**config.mk**
```make
export PLATFORM = sky130hd
export DESIGN_NAME = step_counter
export DESIGN_NICKNAME = d
export VERILOG_FILES = /design/src/rtl/step_counter_pkg.sv /design/src/rtl/step_counter_add.sv /design/src/rtl/step_counter.sv
export SDC_FILE = /design/constraint.sdc
export NUM_CORES = 1
export LEC_CHECK = 0
export CAP_MARGIN = 25
export CELL_PAD_IN_SITES_DETAIL_PLACEMENT = 0
export CELL_PAD_IN_SITES_GLOBAL_PLACEMENT = 1
export CORE_MARGIN = 5
export CORE_UTILIZATION = 30
export DETAILED_ROUTE_END_ITERATION = 16
export MAX_ROUTING_LAYER = met4
export PLACE_DENSITY = 0.67
export SLEW_MARGIN = 0
export SYNTH_ARGS = -nofsm -noshare
export SYNTH_HDL_FRONTEND = slang
export SYNTH_HIERARCHICAL = 1
export SYNTH_SLANG_ARGS = --single-unit
```
**constraint.sdc**
```tcl
create_clock -name clk -period 2.2 [get_ports clk]
set_input_delay 0.66 -clock clk [delete_from_list [all_inputs] [get_ports clk]]
set_output_delay 0.66 -clock clk [all_outputs]
set_load 0.05 [all_outputs]
```
**src/rtl/step_counter_pkg.sv**
```systemverilog
// Shared state encoding for the step_counter source stage.
package step_counter_pkg;

   typedef enum logic [1:0] {
      IDLE = 2'd0,
      RUN  = 2'd1
   } state_e;

endpackage

```
**src/rtl/step_counter_add.sv**
```systemverilog
// step_add: combinational in + STEP, widened by one bit to expose overflow.
module step_add #(
   parameter int WIDTH = 8,
   parameter int STEP  = 1
) (
   input  logic [WIDTH-1:0] in_val,
   output logic [WIDTH:0]   sum
);

   assign sum = {1'b0, in_val} + (WIDTH+1)'(STEP);

endmodule

```
**src/rtl/step_counter.sv**
```systemverilog
// step_counter: emits start_val, +STEP, ... up to LIMIT on a valid/ready stream.
// Define STEP_COUNTER_WRAP_EN to restart from start_val after each pass.
module step_counter
   import step_counter_pkg::*;
#(
   parameter int WIDTH = 8,
   parameter int STEP  = 1,
   parameter int LIMIT = 255,
   parameter int CNT_W = 16
) (
   input  logic             clk,
   input  logic             rst_n,
   input  logic             start,
   input  logic [WIDTH-1:0] start_val,
   input  logic             stop,
   output logic             out_valid,
   input  logic             out_ready,
   output logic [WIDTH-1:0] out_data,
   output logic             out_last,
   output logic             busy,
   output logic [CNT_W-1:0] beat_cnt
);

   localparam logic [WIDTH:0]   LIM1 = (WIDTH+1)'(LIMIT);
   localparam logic [WIDTH+1:0] LIM2 = (WIDTH+2)'(LIMIT);

   state_e           state_q, state_d;
   logic [WIDTH-1:0] cur_q, cur_d;
   logic             last_q, last_d;
   logic             stop_pend_q, stop_pend_d;
   logic [CNT_W-1:0] cnt_q, cnt_d;

   logic [WIDTH:0]   sum_cur;
   logic [WIDTH:0]   sum_start;
   logic [WIDTH+1:0] sum_next;
   logic             ovf_cur;
   logic             ovf_start;
   logic             ovf_next;
   logic             beat;

   step_add #(.WIDTH(WIDTH), .STEP(STEP)) u_add_cur (
      .in_val (cur_q),
      .sum    (sum_cur)
   );

   step_add #(.WIDTH(WIDTH), .STEP(STEP)) u_add_start (
      .in_val (start_val),
      .sum    (sum_start)
   );

   // Look one step ahead so out_last is ready with the value it tags.
   step_add #(.WIDTH(WIDTH+1), .STEP(STEP)) u_add_next (
      .in_val (sum_cur),
      .sum    (sum_next)
   );

   assign ovf_cur   = sum_cur > LIM1;
   assign ovf_start = sum_start > LIM1;
   assign ovf_next  = sum_next > LIM2;

   assign out_valid = (state_q == RUN);
   assign busy      = (state_q == RUN);
   assign out_data  = cur_q;
   assign out_last  = last_q;
   assign beat_cnt  = cnt_q;
   assign beat      = out_valid & out_ready;

`ifdef STEP_COUNTER_WRAP_EN
   logic [WIDTH-1:0] base_q, base_d;
   logic             base_last_q, base_last_d;

   always_ff @(posedge clk or negedge rst_n) begin
      if (!rst_n) begin
         base_q      <= '0;
         base_last_q <= 1'b0;
      end else begin
         base_q      <= base_d;
         base_last_q <= base_last_d;
      end
   end

   always_comb begin
      base_d      = base_q;
      base_last_d = base_last_q;
      if (state_q == IDLE && start) begin
         base_d      = start_val;
         base_last_d = ovf_start;
      end
   end
`endif

   always_comb begin
      state_d     = state_q;
      cur_d       = cur_q;
      last_d      = last_q;
      stop_pend_d = stop_pend_q;
      cnt_d       = cnt_q;
      unique case (state_q)
         IDLE: begin
            if (start) begin
               cur_d       = start_val;
               last_d      = ovf_start;
               cnt_d       = '0;
               stop_pend_d = 1'b0;
               state_d     = RUN;
            end
         end
         RUN: begin
            if (beat) begin
               if (cnt_q != '1) cnt_d = cnt_q + 1'b1;
               if (stop || stop_pend_q) begin
                  state_d     = IDLE;
                  stop_pend_d = 1'b0;
                  last_d      = 1'b0;
               end else if (!ovf_cur) begin
                  cur_d  = sum_cur[WIDTH-1:0];
                  last_d = ovf_next;
               end else begin
`ifdef STEP_COUNTER_WRAP_EN
                  cur_d  = base_q;
                  last_d = base_last_q;
`else
                  state_d = IDLE;
                  last_d  = 1'b0;
`endif
               end
            end else if (stop) begin
               stop_pend_d = 1'b1;
            end
         end
         default: state_d = IDLE;
      endcase
   end

   always_ff @(posedge clk or negedge rst_n) begin
      if (!rst_n) begin
         state_q     <= IDLE;
         cur_q       <= '0;
         last_q      <= 1'b0;
         stop_pend_q <= 1'b0;
         cnt_q       <= '0;
      end else begin
         state_q     <= state_d;
         cur_q       <= cur_d;
         last_q      <= last_d;
         stop_pend_q <= stop_pend_d;
         cnt_q       <= cnt_d;
      end
   end

endmodule

```
---- Word-level counts from Yosys, hierarchy flattened ----
Cells that the tools add are included.
cells by class
  add/subtract/negate cells ............... 4
  $lt $le $gt $ge ......................... 3
  eq/ne operators ......................... 10
  multiplexer cells ....................... 24
  bitwise gates (word level) .............. 1
  reductions and logical operators ........ 8
operators with widths
  kind                     number
  $mux W16                 3
  $mux W8                  4
  $pmux W16 S2             1
  $add A8 B1 Y9 const B    2
  $gt A9 B8 Y1 const B     2
  $add A16 B1 Y16 const B  1
  $ne A16 B16 Y1 const B   1
  $pmux W8 S2              1
  $add A9 B1 Y10 const B   1
  $gt A10 B8 Y1 const B    1
  $mux W1                  8
  $mux W2                  4
  $reduce_and A4 Y1        2
  $ne A2 B2 Y1 const B     3
  $ne A3 B2 Y1 const B     2
  $reduce_and A3 Y1        2
  $reduce_and A5 Y1        1
  $ne A2 B1 Y1 const B     2
  $pmux W1 S2              2
  $pmux W2 S2              1
  $ne A3 B1 Y1 const B     1
  $eq A2 B1 Y1 const B     1
  $logic_not A2 Y1         1
  $reduce_bool A2 Y1       1
  other kinds (2)          2
word-level totals
  flip-flop bits (word level) ............. 28
  input port bits ......................... 13
  output and inout port bits .............. 27
  logic and storage cells ................. 55

---- Depth between registers and ports, before layout ----
Gate-level depths: netlist of the first run.
  depth in word-level cells ............... 7
  gate-level depth with buffers ........... 8
  gate-level depth less buffers ........... 8

---- Hierarchy ----
Netlist of the first run, hierarchy kept.
modules (own cells, without submodules)
  module                    instances  cells an instance  area an instance (sq um)  sequential area each (sq um)
  step_counter              1          155                1,460.2                   675.6
  step_add (u_add_cur ...)  2          18                 121.4                     0.0
  step_add (u_add_next)     1          20                 146.4                     0.0

---- Least setup slack after synthesis of the first run ----
Ideal clock, no wire load.
  path type ............................... register to register
  start ................................... register cnt_q[3] (netlist: beat_cnt[3])
  end ..................................... register cnt_q[15] (netlist: beat_cnt[15])
  library setup time ...................... 0.078 ns
  arrival ................................. 2.191 ns
  data required time ...................... 2.122 ns
  slack ................................... -0.068 ns
  cell stages (with the launch flop) ...... 5
  buffers on the path ..................... 0
  period minus slack after synthesis ...... 2.268 ns
  cells stage by stage .................... dfrtp_1 > nand3_1 > or4_4 > or4_1 > a21oi_1
between the ends
  word-level cells in the longest chain between the ends .. 4
  elaborated cells between the ends (all ways) .. 7
  those cells by class .................... 1 x add/sub; 2 x eq/ne; 3 x mux; 1 x reduce/logical
ends and longest elaborated chain
  element                 line                 text
  from (decl)             step_counter.sv:31   logic [CNT_W-1:0] cnt_q, cnt_d;
  from (signal assigned)  step_counter.sv:147  cnt_q <= cnt_d;
  $add A16 B1 Y16         step_counter.sv:110  if (cnt_q != '1) cnt_d = cnt_q + 1'b1;
  $mux W16                step_counter.sv:110
  $mux W16                step_counter.sv:109  if (beat) begin
  $pmux W16 S2            step_counter.sv:98   unique case (state_q)
Parallel ways exist; a longest one is shown, timed or not. The select of a mux whose other input is x is not followed.
A chain may end at the register's enable or synchronous reset.

---- Worst setup path after layout of the first run ----
  start ................................... input out_ready
  end ..................................... register cnt_q[15] (netlist: beat_cnt[15])
between the ends
  word-level cells in the longest chain between the ends .. 3
ends and longest elaborated chain
  element                             line                text
  from (decl)                         step_counter.sv:17  input logic out_ready,
  $and A1 B1 Y1                       step_counter.sv:66  assign beat = out_valid & out_ready;
  $ne A2 B1 Y1 (no source line)       -
  $reduce_and A4 Y1 (no source line)  -
Every way passes these cells.

==> results of run 1 <==
## flip-flops by register name, summed over array words and instances, names as in the netlist
| signal | count |
|---|---|
| beat_cnt | 16 |
| out_last | 1 |
| out_data | 8 |
| state_q | 1 |
| stop_pend_q | 1 |
## report_power, final
part / internal (W) / switching [W]
logic: 0.000449 / 0.000789
clock network: 0.000130 / 0.000166
registers: 0.000607 / 0.000161
total: 0.00119 / 0.00112
## per-layer routing
| layer | wire length, um | vias to the layer above |
|---|---|---|
| li1 | - | 781 |
| met1 | 2120 | 752 |
| met2 | 2050 | 38 |
| met3 | 193 | 5 |
| met4 | 71 | 0 |
| met5 | 0 | - |
## worst max-delay path: stages
cell,delay [ps]
dlygate4sd2_1,250
mux2i_2,100
or4_4,560
or4_1,520
a21oi_1,150
## through the flow
stage / std cells / instance area [um^2] / hold slack, ps / utilization (%) / total power, W
2_1_floorplan: 185 / 1680 / 364 / - / 0.00159
3_3_place_gp: 303 / 2190 / 514 / 40.0 / 0.00203
3_5_place_dp: 303 / 2190 / 508 / 40.0 / 0.00203
4_1_cts: 307 / 2230 / 535 / 40.8 / 0.00234
5_1_grt: 307 / 2230 / 577 / 40.8 / 0.00246
6_report: 307 / 2230 / 533 / 40.8 / 0.00230
## cell type report
| cell class | instances | share of cell area [%] |
|---|---|---|
| clock buffers | 4 | 2.02 |
| inverters | 4 | 0.673 |
| multi-input cells | 146 | 42.2 |
| flip-flops and latches | 27 | 30.5 |
| well taps | 72 | 4.04 |
| repair buffers | 54 | 20.5 |
## path summary, 6_finish.rpt
check | from | to | cells after the start
hold reg to reg | stop_pend_q | stop_pend_q | 1
setup / recovery | out_ready | beat_cnt[15] | 5
setup reg to reg | state_q[0] | beat_cnt[15] | 4
max in group asynchronous | rst_n | beat_cnt[3] | 2
min in group asynchronous | rst_n | beat_cnt[11] | 2
hold / removal | stop_pend_q | stop_pend_q | 1
==> run metrics, run 1 <==
initial antenna violation count 0; CORE AREA 5470 um^2; peak supply drop approximately 0.57 mV; I/O Buffers 39; Worst Path Required about 2400 ps; mapped cell area between 1500 and 2000 um^2; TritonCTS buffer count 3; gr busiest metal met2; final hold violations 0; Worst Tran Pin Value 384 ps; GR Util met1 17.0%; post-CTS sizing 3; GRT met3 Usage under 10%; DRC 0; Max Clock Freq 494 MHz; drt first pass iters 4; Setup Buffers After CTS 0; P_leak 0.988 nW; Multi-input gate area approximately 940 um^2; Die Ht roughly 85 um; vias in the first global route about 1500; pin count of the biggest net entering global routing 28; # diodes 0; Final ANT Viol Nets 0; WL per Instance about 14 um; TritonCTS clock tree done; setup tns final 0 ps; fillers 574; final setup vio count 0; first-pass GRT wire length roughly 7400 um; Worst Setup Path Type in2reg; GPL Wtd Cong around 0.78; via count ~1600; initial drt markers 50; CP Launch Type input pin; most used cells in the layout excluding fill and tap cells buf_4 (40), nand2_1 (24), dfrtp_1 (23); clock latency on the worst-skew pair 280 ps; H-tree Lvls 1; proportion of layout cells with a drive suffix above 1 between 20% and 30%; synth warn 6; Final Skew between 3 and 4 ps; reg2reg setup slack about 250 ps; CP arrival about 2200 ps; Final Cycle Share between 90 and 100%; DR vias/cell 5.13; P&R area growth vs syn 33.3%; die area 7170 um^2; dpl ws -380 ps; number of max-cap violations 0; Die X-Extent around 85 um; met2 Usage GRT between 20% and 30%; maximum buffer depth of the clock tree 2; post-synthesis cell count 185; unrepaired setup endpoints after global routing no; DPL Wire Length about 3400 um; average size of a mapped cell between 9 and 10 um^2; Syn Nets between 200 and 250; clock-pin slew on the worst setup and hold paths 100 ps; PD cells 1030 nW/um^2; fin nets about 250; # IOs 40; crit path capture type flip-flop; Detailed Route WL 4440 um; CP Max Fanout 4; status complete, no violations; max_slew headroom 74.3%; Global Route Usage Sum between 10% and 20%; final worst path period need just over 2000 ps; hold buffers post-CTS 0; Root Buffer clkbuf_8; global route overflow 0; final setup margin 174 ps; commonest non-fill, non-tap cell in the layout buf_4; max-slew violations 0; register area just under 700 um^2; Clock Sink Count 27; worst hold path type reg2reg; FP Rows 27; initial core utilization a little under a third
Note: power is estimated with default switching activity, not from simulation.
==> run 2, diff against run 1 <==
Settings changed: MAX_ROUTING_LAYER met4 to default.
==> run 2 against run 1 <==
Die area is the same. Total power is essentially flat. First-iteration DRC count shrank 4.0%. Via count shrank 0.70%. Cell area is the same. Hold slack gained 4.5 ps. Non-clock buffer count is the same. Largest cell class unchanged. Worst setup slack gained 1.2 ps. Count of clock-buffer cells in the layout is the same. Critical path depth is the same.
==> run metrics, run 2 (synthesis results as in run 1) <==
DRC 0 (unchanged); GR Util met1 16.9% (-0.12 points); # diodes 0 (unchanged); first-pass GRT wire length 7430 um (-0.19%); crit path capture type flip-flop; Worst Tran Pin Value 371 ps (-13.6 ps); R2R Path End beat_cnt[15]; Switching Power 0.00112 W (about the same); gr busiest metal met2; worst hold path type reg2reg; overall power 0.00230 W (about the same); reg2reg setup slack 250 ps (about the same); slowest CP cell or4_4; GRT met3 Usage 2.65% (+0.098 points); P&R area growth vs syn 33.3% (unchanged); Logic pwr share 53.8% (about the same); Worst path max stage delay 560 ps (about the same); Hold Crit Start stop_pend_q; Reg power frac 33.4% (about the same); initial antenna violation count 0 (unchanged); utilization after layout 40.8% (unchanged); H-tree Lvls 1 (unchanged); max reg flops 16 (unchanged); Root Buffer clkbuf_8; GPL Wtd Cong 0.772 (-1.3%); Max Clock Freq 494 MHz (about the same); final hold violations 0 (unchanged); vias in the first global route 1524 (+0.26%); clock latency on the worst-skew pair 280 ps (about the same); hold path endpoint stop_pend_q; global route overflow 0 (unchanged); hold path depth 1 (unchanged); max_slew headroom 75.2% (+0.91 points); CP Max Fanout 4 (unchanged); Clock power frac 12.8% (about the same); DPL Wire Length 3400 um (unchanged); commonest non-fill, non-tap cell in the layout buf_4; fin nets 253 (unchanged); DR vias/cell 5.10 (-0.70%); WL per Instance 14.5 um (+0.16%); proportion of layout cells with a drive suffix above 1 26.0% (unchanged); Global Route Usage Sum 12.7% (-0.40 points); Die Ht 84.7 um (unchanged); final setup vio count 0 (unchanged); TritonCTS clock tree done; unrepaired setup endpoints after global routing no; Reg2Reg Depth 4 (unchanged); TritonCTS buffer count 3 (unchanged); Worst Path Required 2410 ps (about the same); design area 2230 um^2 (unchanged); switching part of the total power 48.5% (about the same); status complete, no violations; clock-pin slew on the worst setup and hold paths 100 ps (about the same); initial core utilization 30.6% (unchanged); drt first pass iters 4 (unchanged); CORE AREA 5470 um^2 (unchanged); Detailed Route WL 4440 um (+0.16%); number of max-cap violations 0 (unchanged); # IOs 40 (unchanged); Die X-Extent 84.7 um (unchanged); via count 1565 (-0.70%); final worst path period need 2020 ps (-1.16 ps); maximum buffer depth of the clock tree 2 (unchanged); pin count of the biggest net entering global routing 28 (unchanged); met2 Usage GRT 20.4% (unchanged); I/O Buffers 39 (unchanged); Worst Setup Path Type in2reg; fillers 574 (unchanged); FP Rows 27 (unchanged); initial drt markers 48 (-4.0%); critical-path cell list dlygate4sd2_1, mux2i_2, or4_4, or4_1, a21oi_1; Clock Sink Count 27 (unchanged); CP arrival 2240 ps (about the same); Final Cycle Share 92.0% (about the same); die area 7170 um^2 (unchanged); cell-internal power 0.00119 W (about the same); Final ANT Viol Nets 0 (unchanged); placed cell area 2190 um^2 (unchanged); max-slew violations 0 (unchanged); reg2reg start state_q[0]; hold slack 537 ps (+4.50 ps); hold buffers post-CTS 0 (unchanged); Final Skew 3.72 ps (+0.386 ps); most used cells in the layout excluding fill and tap cells buf_4 (40), nand2_1 (24), dfrtp_1 (23); PD cells 1030 nW/um^2 (about the same); peak supply drop 0.576 mV (+0.28%); CP Launch Type input pin; P_leak 0.988 nW (unchanged)
## run 2: worst max-delay path by stage
stage | start | endpoint | slack (ps) | depth (start not counted)
finish | out_ready | beat_cnt[15] | 180 | 5
CTS | out_ready | beat_cnt[15] | 180 | 5
global placement | out_ready | beat_cnt[15] | -350 | 5
detailed placement | out_ready | beat_cnt[15] | -380 | 5
floorplan | out_data[0] | out_data[4] | 40 | 7
global route | out_ready | beat_cnt[14] | 110 | 5
## run 2: stage by stage
step / setup WS [ps] / TNS, ps / cells
2_1_floorplan: 44.6 / 0 / 185
3_3_place_gp: -348 / -1980 / 303
3_5_place_dp: -380 / -2300 / 303
4_1_cts: 178 / 0 / 307
5_1_grt: 109 / 0 / 307
6_report: 175 / 0 / 307
## run 2: timing repair
item,CTS,global route
resized for setup,3,0
buffers inserted,0,0
setup endpoints to repair,5,0
## run 2: power groups by stage
stage               logic, W  clock network, W  registers, W
CTS                  0.00126          0.000310      0.000770
floorplan           0.000485                 0       0.00111
global route         0.00133          0.000326      0.000794
global placement     0.00124                 0      0.000784
finish               0.00124          0.000295      0.000769
detailed placement   0.00125                 0      0.000779
## run 2: per-layer routing
metal  share of wire, %  wire [um]
met4                1.3         57
met2                 47       2100
met5                  0          0
met1                 47       2100
met3                4.3        190
## run 2: worst max-delay path: cells and delay by family
kind                   cells  cell delay, ps
AOI/OAI and AO/OA          1             150
muxes                      1             100
and+or+nand+nor            2            1070
buffers and inverters      1             250
## run 2: area by class of cell
type | instances | area (um^2) | share of cell area (%)
multi-input combinational | 146 | 942 | 42.2
sequential | 27 | 681 | 30.5
timing repair buffer | 54 | 458 | 20.5
tap | 72 | 90.1 | 4.04
clock buffer | 4 | 45.0 | 2.02
inverter | 4 | 15.0 | 0.673
